--- src/rtl/serial_pkg.sv ---
// Shared serial-link definitions: receiver state encoding, default bit divisor, ASCII codes.
// Latency and backpressure: none, this package contains declarations only.
package serial_pkg;

  // Default divisor. Must match the transmitter's divisor.
  localparam int CLKS_PER_BIT_DFLT = 5208;

  typedef enum logic [1:0] {
    IDLE  = 2'd0,
    START = 2'd1,
    DATA  = 2'd2,
    STOP  = 2'd3
  } rx_state_t;

  localparam logic [7:0] ASCII_0 = 8'h30;
  localparam logic [7:0] ASCII_1 = 8'h31;
  localparam logic [7:0] ASCII_2 = 8'h32;
  localparam logic [7:0] ASCII_3 = 8'h33;
  localparam logic [7:0] ASCII_4 = 8'h34;
  localparam logic [7:0] ASCII_5 = 8'h35;
  localparam logic [7:0] ASCII_6 = 8'h36;
  localparam logic [7:0] ASCII_7 = 8'h37;
  localparam logic [7:0] ASCII_8 = 8'h38;
  localparam logic [7:0] ASCII_9 = 8'h39;
  localparam logic [7:0] ASCII_U = 8'h75;

  function automatic logic [7:0] ascii_digit(input logic [3:0] d);
    return ASCII_0 + {4'h0, d};
  endfunction

endpackage

--- src/rtl/serial_rx_bit_sync.sv ---
// 2-flop synchronizer for an asynchronous line. Both flops reset to 1, the idle level.
// Latency: 2 sysclk cycles. Backpressure: none.
module bit_sync (
  input  logic sysclk,
  input  logic rst_n,
  input  logic d,
  output logic q
);

  logic meta;

  always_ff @(posedge sysclk or negedge rst_n) begin
    if (!rst_n) begin
      meta <= 1'b1;
      q    <= 1'b1;
    end else begin
      meta <= d;
      q    <= meta;
    end
  end

endmodule

--- src/rtl/serial_rx.sv ---
// 8N1 receiver. Each bit is sampled mid-bit; the byte is presented with a one-cycle valid strobe or a frame_err strobe.
// Latency: strobe at t0+HALF_BIT+9*CLKS_PER_BIT+1. Backpressure: none, and a strobe is lost if it is not consumed.
module serial_rx
  import serial_pkg::*;
#(
  parameter int CLKS_PER_BIT = CLKS_PER_BIT_DFLT
) (
  input  logic       sysclk,
  input  logic       rst_n,
  input  logic       rx,
  output logic [7:0] data,
  output logic       valid,
  output logic       frame_err,
  output logic       busy
);

  localparam int HALF_BIT = CLKS_PER_BIT / 2;
  localparam int CNT_W    = $clog2(CLKS_PER_BIT);
  localparam logic [CNT_W-1:0] HALF_LAST = CNT_W'(HALF_BIT - 1);
  localparam logic [CNT_W-1:0] BIT_LAST  = CNT_W'(CLKS_PER_BIT - 1);

  rx_state_t        state, state_nxt;
  logic             rx_s, rx_s_d;
  logic [CNT_W-1:0] clk_cnt;
  logic [2:0]       bit_idx;
  logic [7:0]       shift_reg;

  logic start_edge, cnt_half, cnt_bit;
  logic start_smp, data_smp, stop_smp, smp_pt;

  bit_sync u_sync (
    .sysclk (sysclk),
    .rst_n  (rst_n),
    .d      (rx),
    .q      (rx_s)
  );

  always_ff @(posedge sysclk or negedge rst_n) begin
    if (!rst_n) rx_s_d <= 1'b1;
    else        rx_s_d <= rx_s;
  end

  // A falling edge is required, so a line held low cannot start a second frame.
  assign start_edge = rx_s_d & ~rx_s;
  assign cnt_half   = (clk_cnt == HALF_LAST);
  assign cnt_bit    = (clk_cnt == BIT_LAST);

  always_ff @(posedge sysclk or negedge rst_n) begin
    if (!rst_n) state <= IDLE;
    else        state <= state_nxt;
  end

  always_comb begin
    state_nxt = state;
    unique case (state)
      IDLE:    if (start_edge) state_nxt = START;
      START:   if (cnt_half) state_nxt = rx_s ? IDLE : DATA;
      DATA:    if (cnt_bit && bit_idx == 3'd7) state_nxt = STOP;
      STOP:    if (cnt_bit) state_nxt = IDLE;
      default: state_nxt = IDLE;
    endcase
  end

  always_comb begin
    busy      = (state != IDLE);
    start_smp = (state == START) && cnt_half;
    data_smp  = (state == DATA) && cnt_bit;
    stop_smp  = (state == STOP) && cnt_bit;
    smp_pt    = start_smp | data_smp | stop_smp;
  end

  // Sample-point counter. It is held at zero in IDLE so that counting starts at t0+1.
  always_ff @(posedge sysclk or negedge rst_n) begin
    if (!rst_n) begin
      clk_cnt <= '0;
      bit_idx <= 3'd0;
    end else begin
      if (state == IDLE || smp_pt) clk_cnt <= '0;
      else                         clk_cnt <= clk_cnt + 1'b1;
      if (start_smp)     bit_idx <= 3'd0;
      else if (data_smp) bit_idx <= bit_idx + 3'd1;
    end
  end

  always_ff @(posedge sysclk or negedge rst_n) begin
    if (!rst_n) begin
      shift_reg <= 8'h00;
      data      <= 8'h00;
      valid     <= 1'b0;
      frame_err <= 1'b0;
    end else begin
      if (data_smp) shift_reg <= {rx_s, shift_reg[7:1]};
      if (stop_smp && rx_s) data <= shift_reg;
      valid     <= stop_smp & rx_s;
      frame_err <= stop_smp & ~rx_s;
    end
  end

endmodule

--- config.mk ---
export PLATFORM = sky130hd
export DESIGN_NAME = serial_rx
export DESIGN_NICKNAME = d
export VERILOG_FILES = /design/src/rtl/serial_pkg.sv /design/src/rtl/serial_rx_bit_sync.sv /design/src/rtl/serial_rx.sv
export SDC_FILE = /design/constraint.sdc
export NUM_CORES = 1
export LEC_CHECK = 0
export ABC_AREA = 1
export CAP_MARGIN = 10
export CORE_ASPECT_RATIO = 0.5
export CORE_MARGIN = 2
export CORE_UTILIZATION = 52
export CTS_BUF_LIST = sky130_fd_sc_hd__clkbuf_16
export CTS_CLUSTER_SIZE = 24
export DETAILED_ROUTE_END_ITERATION = 12
export HOLD_SLACK_MARGIN = 0.03
export PLACE_DENSITY = 0.75
export SYNTH_ARGS = -nofsm -noshare
export SYNTH_HDL_FRONTEND = slang
export SYNTH_SLANG_ARGS = --single-unit
--- constraint.sdc ---
create_clock -name sysclk -period 1.4 [get_ports sysclk]
set_input_delay 0.42 -clock sysclk [delete_from_list [all_inputs] [get_ports sysclk]]
set_output_delay 0.42 -clock sysclk [all_outputs]
set_load 0.005 [all_outputs]
==> results.cfg, run 1 <==
[outcome]
result_of_the_run = finished with violations
violations = setup timing

[routing]
drt-pass1-iter-count = 5
routedWlPerCell_um = 19.0
detail_route.wirelength_mm = 6.22
vias_per_cell = 5.72
via_count = 1872
postRouteAntennaNets = 0
first_iter_violations = 201
drcViolationCount = 0

[global_routing]
pin_count_of_the_biggest_net_entering_global_routing = 18
via_count_of_the_first_global_routing_pass = 1719
grt_antenna_before_repair = 0
grt_usage = 0.264
grt_first_pass_wirelength_mm = 8.29
globalRoute.totalOverflow = 0

[finish]
post_route_cells_drive_above_1_share = 0.500
final_design_area_no_fill_um2 = 2920
leading_cell_types_in_the_layout_fill_and_taps_excluded = sky130_fd_sc_hd__dfrtp_1 (34), sky130_fd_sc_hd__nand2_1 (31), sky130_fd_sc_hd__buf_4 (27)
largest_register_ff_count = 13
num-nets-final = 281
area_growth_syn_to_layout_pct = 52.7
antenna-diode-count = 0
commonest_non_fill_non_tap_cell_in_the_layout = sky130_fd_sc_hd__dfrtp_1

[pwr]
clock_power_share = 0.393
p_sw_w = 0.00105
cellLeakagePower_nw = 1.41
power.switching_fraction = 0.310
powerDensity_nw_per_um2 = 1160
ir_drop_mv = 1.07
combPwrFrac = 0.239
internal_power_w = 0.00233
report.power.total_w = 0.00338
power.share.sequential = 0.368

[sta]
timing.clock.skew_ns = 0.00375
fin_crit_ns = 1.62
rsz0062_at_grt = yes
setup_viol = 37
max_slew_violations = 0
fmax_ghz = 0.615
period_share = 1.16
slew_headroom = 0.698
worstMarginPinSlew_ns = 0.449
setup_ws_ns = -0.225
hold_violations = 0

[cts]
clockRootBuffer = sky130_fd_sc_hd__clkbuf_16
clkSlewWorstSetupHoldPaths_ns = 0.06
cts_made_buffers = 5
cts_htree_levels = 2
cts_max_path_buffers = 2
clock_insertion_delay_worst_skew_ns = 0.28
tritoncts = yes
cts_sinks = 39

[critical_path]
timing.critical_path.cells = ha_4 > nand2_1 > nor2_2 > nand3_2 > nand2_2 > nand2_4 > buf_6 > nand2_2 > inv_1
critPathTopFamily = simple AND/OR/NAND/NOR gates
cell_mode_on_critical_path = sky130_fd_sc_hd__nand2_2
crit_required_ns = 1.58
crit_path_class = reg2reg
path_max_fanout = 4
timing.critical_path.slowest_stage_cell = sky130_fd_sc_hd__dfrtp_1
worstSetupStartpointType = flip-flop
worstPathBufferInverterCount = 2
worst-endpoint-arrival_ns = 1.80
timing.critical_path.to_type = flip-flop
slowest_delay_ns = 0.41

[yosys]
ys_seq_elements = 39
sequential_share_of_the_synthesized_area = 0.513
synth_nets = 222
ys_warn_count = 0
post_synth.cell_area_avg_um2 = 8.85
syn_area_um2 = 1910
ys_types = 23
synth_cells = 216

[run]
drv.max_cap_violation_count = 0

[hold_path]
timing.hold.worst.class = in2async

[die]
die_width_um = 89.7
floorplan.rows = 15
design.die.area_um2 = 4200
initial_utilization = 0.550
floorplan.io_pins = 14
die-height_um = 46.9
core_region_area_um2 = 3470

[placed_design]
port_buffers = 13
place.gp.congestion = 0.833
dpl_cell_area_um2 = 2300
hpwl_mm = 2.67
worst register-to-register path, delay by kind of cell, from the launching register on:
family,cells,cell delay (ns)
AND/OR/NAND/NOR,6,0.70
flip-flops,1,0.41
buffers and inverters,2,0.21
adder cells (fa/ha/maj),1,0.20
through the flow:
step	utilization	TNS [ns]	std cells	hold slack, ns	worst slack, ns
3_3_place_gp	0.663	-1.12	304	0.345	-0.0923
6_report	0.840	-4.93	327	0.0619	-0.225
3_5_place_dp	0.663	-1.87	304	0.348	-0.0934
4_1_cts	0.767	-1.97	320	0.0727	-0.0957
2_1_floorplan	-	-0.00740	216	0.124	-0.00370
5_1_grt	0.840	-6.16	327	0.0898	-0.246
final timing paths:
kind                             start     endpoint  slack, ns  cells past startpoint
hold reg to reg            u_sync.meta     u_sync.q       0.36                      0
setup / recovery            clk_cnt[1]  clk_cnt[11]      -0.22                      9
min in group sysclk        u_sync.meta     u_sync.q       0.36                      0
hold / removal                   rst_n      data[4]       0.06                      1
max in group asynchronous        rst_n   clk_cnt[4]       0.86                      2
setup reg to reg            clk_cnt[1]  clk_cnt[11]      -0.22                      9
synth_stat cells:
library cell,n,share of area
sky130_fd_sc_hd__a21oi_1,1,0.0026
sky130_fd_sc_hd__buf_6,3,0.018
sky130_fd_sc_hd__dfrtp_1,36,0.47
sky130_fd_sc_hd__dfstp_2,3,0.041
sky130_fd_sc_hd__ha_1,3,0.020
sky130_fd_sc_hd__inv_1,24,0.047
sky130_fd_sc_hd__inv_2,7,0.014
sky130_fd_sc_hd__nand2_1,53,0.10
sky130_fd_sc_hd__nand2_2,4,0.013
sky130_fd_sc_hd__nand2_4,1,0.0059
sky130_fd_sc_hd__nand3_1,14,0.037
sky130_fd_sc_hd__nand3_4,1,0.0092
sky130_fd_sc_hd__nand3b_1,1,0.0039
sky130_fd_sc_hd__nand4_1,4,0.013
sky130_fd_sc_hd__nor2_1,24,0.047
sky130_fd_sc_hd__nor2_2,2,0.0065
sky130_fd_sc_hd__nor2_4,3,0.018
sky130_fd_sc_hd__nor3_1,7,0.018
sky130_fd_sc_hd__nor3_2,1,0.0052
sky130_fd_sc_hd__o21ai_0,2,0.0052
sky130_fd_sc_hd__o21ai_2,14,0.064
sky130_fd_sc_hd__o21bai_1,1,0.0039
sky130_fd_sc_hd__xor2_1,7,0.032
area by class of cell:
| cell class | instances | area, µm² |
|---|---|---|
| Multi-Input combinational cell | 146 | 1110 |
| Sequential cell | 39 | 982 |
| Fill cell | 152 | 554 |
| Timing Repair Buffer | 51 | 454 |
| Inverter | 31 | 126 |
| Clock buffer | 5 | 125 |
| Tap cell | 51 | 63.8 |
| Clock inverter | 3 | 43.8 |
| Timing Repair inverter | 1 | 8.76 |
timing repair:
item,in CTS,in global routing
gates cloned,4,0
endpoints found under the hold margin,0,0
setup buffers,4,8
pin swaps,17,14
setup endpoints to repair,45,37
gates resized for setup,48,57
hold buffers,0,0
cells by family after synthesis:
logic type	Yosys count	share of synthesized area
AOI/OAI and AO/OA	18	0.0760
xor gates and xnor gates	7	0.0321
adders and majority gates	3	0.0196
buffers and inverters	34	0.0786
DFF	39	0.513
and+or+nand+nor	115	0.281
power by group through the flow:
| stage | combinational (W) | sequential (W) | clock, W |
|---|---|---|---|
| 2_1_floorplan | 0.000268 | 0.00126 | 0 |
| 3_3_place_gp | 0.000457 | 0.00124 | 0 |
| 3_5_place_dp | 0.000479 | 0.00125 | 0 |
| 4_1_cts | 0.000662 | 0.00123 | 0.00130 |
| 5_1_grt | 0.000835 | 0.00124 | 0.00137 |
| 6_report | 0.000808 | 0.00124 | 0.00132 |
per-layer routing:
layer | track usage | up-vias | wire (µm)
met4 | 0.157 | 0 | 365
met3 | 0.0835 | 51 | 508
met2 | 0.488 | 123 | 2940
met5 | 0 | - | 0
met1 | 0.290 | 894 | 2410
li1 | - | 804 | -
(Power assumes the default switching activity.)
==> inputs of run 2 (changes only) <==
--- a/config.mk
+++ b/config.mk
@@ -5,16 +5,15 @@
 export SDC_FILE = /design/constraint.sdc
 export NUM_CORES = 1
 export LEC_CHECK = 0
-export ABC_AREA = 1
 export CAP_MARGIN = 10
 export CORE_ASPECT_RATIO = 0.5
 export CORE_MARGIN = 2
-export CORE_UTILIZATION = 52
+export CORE_UTILIZATION = 51
 export CTS_BUF_LIST = sky130_fd_sc_hd__clkbuf_16
 export CTS_CLUSTER_SIZE = 24
 export DETAILED_ROUTE_END_ITERATION = 12
 export HOLD_SLACK_MARGIN = 0.03
-export PLACE_DENSITY = 0.75
+export PLACE_DENSITY = 0.74
 export SYNTH_ARGS = -nofsm -noshare
 export SYNTH_HDL_FRONTEND = slang
 export SYNTH_SLANG_ARGS = --single-unit
==> run 2 against run 1 <==
  * Non-clock buffer count decreased by 5
  * Core utilization decreased by 8.7 points
  * Worst setup slack got worse by 0.10 ns
  * Critical endpoint is now data[6]
  * Clock skew increased by 0.0036 ns
  * Sequential cell count unchanged
  * Power decreased by 24%
  * Synthesized cell count decreased by 35%
  * Clock power about the same
  * Final cell count decreased by 30%
  * Wire length decreased by 40%
  * Die area decreased by 5.8%
  * The flow still finishes with violations (setup timing)
  * Sequential share of layout area increased by 7.8 points
==> results.cfg, run 2 <==
[global_routing]
grt_usage = 0.215
globalRoute.totalOverflow = 0
grt_first_pass_wirelength_mm = 6.11
pin_count_of_the_biggest_net_entering_global_routing = 27
grt_antenna_before_repair = 0
via_count_of_the_first_global_routing_pass = 1270

[yosys]
ys_warn_count = 0
syn_area_um2 = 1760
count_of_flip_flops_with_a_built_in_enable_after_synthesis = 0
ys.flop_type = sky130_fd_sc_hd__dfrtp_1
post_synth.cell_area_avg_um2 = 12.5
synth_top_area_frac = 0.513
ys_seq_elements = 39
sequential_share_of_the_synthesized_area = 0.558
ys_types = 38
async_s_r_ff_share_synth = 1.00
synth_cells = 140
yosysMostFrequentCell = sky130_fd_sc_hd__dfrtp_1
synth_nets = 146
synth.cells.most_frequent = sky130_fd_sc_hd__dfrtp_1 (36), sky130_fd_sc_hd__nor2_1 (16), sky130_fd_sc_hd__mux2_2 (9)
synth_area_leader_cell = sky130_fd_sc_hd__dfrtp_1
synth_top_area_cells = sky130_fd_sc_hd__dfrtp_1 (51%), sky130_fd_sc_hd__mux2_4 (6.8%), sky130_fd_sc_hd__mux2_2 (5.8%)

[finish]
commonest_non_fill_non_tap_cell_in_the_layout = sky130_fd_sc_hd__dfrtp_1
num-nets-final = 195
antenna-diode-count = 0
final_design_area_no_fill_um2 = 2360
largest_register_ff_count = 13
area_growth_syn_to_layout_pct = 34.5
layout.cells.non_filler = 230
post_route_cells_drive_above_1_share = 0.411
final_util = 0.754
leading_cell_types_in_the_layout_fill_and_taps_excluded = sky130_fd_sc_hd__dfrtp_1 (36), sky130_fd_sc_hd__buf_4 (31), sky130_fd_sc_hd__nor2_1 (16)

[placed_design]
placed_cells_incl_taps = 214
hpwl_mm = 2.31
preCtsSetupSlack_ns = -0.358
port_buffers = 13
place.gp.congestion = 0.794
dpl_cell_area_um2 = 2120

[sta]
fin_crit_ns = 1.73
slew_headroom = 0.755
rsz0062_at_grt = yes
hold_violations = 0
timing.clock.skew_ns = 0.00733
fmax_ghz = 0.579
setup_ws_ns = -0.328
max_slew_violations = 0
worstMarginPinSlew_ns = 0.367
period_share = 1.23
setup_viol = 35

[pwr]
internal_power_w = 0.00204
p_sw_w = 0.000536
clock_power_share = 0.504
power.share.sequential = 0.448
cellLeakagePower_nw = 1.16
powerDensity_nw_per_um2 = 1090
ir_drop_mv = 0.661
report.power.total_w = 0.00257
power.switching_fraction = 0.208
combPwrFrac = 0.048

[critical_path]
worstSetupStartpointType = flip-flop
timing.critical_path.to_type = flip-flop
critPathTopFamily = simple AND/OR/NAND/NOR gates
timing.critical_path.cells = ha_2 > and4bb_2 > and4_4 > and3_4 > mux2_4
crit_required_ns = 1.57
crit_path_class = reg2reg
flop_to_flop_setup_slack_ns = -0.33
path_max_fanout = 5
slowest_delay_ns = 0.37
timing.critical_path.slowest_stage_cell = sky130_fd_sc_hd__dfrtp_1
worst-endpoint-arrival_ns = 1.90
worstPathBufferInverterCount = 0

[outcome]
result_of_the_run = finished with violations
violations = setup timing

[run]
drv.max_cap_violation_count = 0

[die]
die_width_um = 87
initial_utilization = 0.560
core_region_area_um2 = 3140
die-height_um = 45.5
floorplan.rows = 14
floorplan.io_pins = 14
design.die.area_um2 = 3960

[routing]
drcViolationCount = 0
drt-pass1-iter-count = 4
vias_per_cell = 5.43
detail_route.wirelength_mm = 3.73
via_count = 1250
routedWlPerCell_um = 16.2
first_iter_violations = 75
postRouteAntennaNets = 0

[cts]
clkSlewWorstSetupHoldPaths_ns = 0.06
tritoncts = yes
holdBufCountCts = 0
cts_htree_levels = 2
clockRootBuffer = sky130_fd_sc_hd__clkbuf_16
cts_made_buffers = 5
clock_insertion_delay_worst_skew_ns = 0.29
cts_max_path_buffers = 2
cts_sinks = 39

[hold_path]
timing.hold.worst.class = in2async
run 2: worst paths after layout:
kind	end	startpoint	depth (start not counted)
setup / recovery	data[6]	clk_cnt[1]	5
hold / removal	shift_reg[6]	rst_n	1
setup reg to reg	data[6]	clk_cnt[1]	5
hold reg to reg	u_sync.q	u_sync.meta	0
max in group asynchronous	state[0]	rst_n	2
min in group sysclk	u_sync.q	u_sync.meta	0
run 2: logic make-up (layout without fill, tap and decap cells):
group	after synthesis	in the layout	share of synthesized area
muxes	17	17	0.126
and+or+nand+nor	52	53	0.180
xor gates and xnor gates	10	10	0.0499
AOI/OAI and AO/OA	11	11	0.0406
adders and majority gates	3	3	0.0214
buffers and inverters	8	57	0.0242
DFF	39	39	0.558
run 2: area by class of cell:
class                      instances  area, µm²
sequential                        39        980
multi-input combinational         94        782
clock buffer                       5        125
timing repair buffer              46        372
tap                               40       50.0
fill                             199        772
inverter                           3       11.3
clock inverter                     3       43.8
run 2: metrics by stage:
| step | setup TNS (ns) | hold WS, ns |
|---|---|---|
| 4_1_cts | -7.70 | 0.0450 |
| 3_5_place_dp | -9.04 | 0.350 |
| 3_3_place_gp | -7.78 | 0.345 |
| 5_1_grt | -10.70 | 0.0695 |
| 2_1_floorplan | -6.82 | 0.124 |
| 6_report | -8.05 | 0.0415 |
run 2: power groups by stage:
stage	sequential (W)	clock (W)	combinational [W]
2_1_floorplan	0.00117	0	0.0000475
3_3_place_gp	0.00117	0	0.000112
3_5_place_dp	0.00117	0	0.000114
4_1_cts	0.00115	0.00132	0.000123
5_1_grt	0.00115	0.00136	0.000137
6_report	0.00115	0.00130	0.000124
run 2: what timing repair did:
| action | CTS | global route |
|---|---|---|
| gates cloned | 1 | 0 |
| setup endpoints to repair | 46 | 37 |
| pin swaps | 3 | 2 |
| setup buffers | 8 | 0 |
| resized for setup | 17 | 4 |
run 2: metal layers:
layer / part of all wire / track usage
met5: 0 / 0
met4: 0.014 / 0.0844
met3: 0.031 / 0.0489
met2: 0.49 / 0.369
met1: 0.47 / 0.273
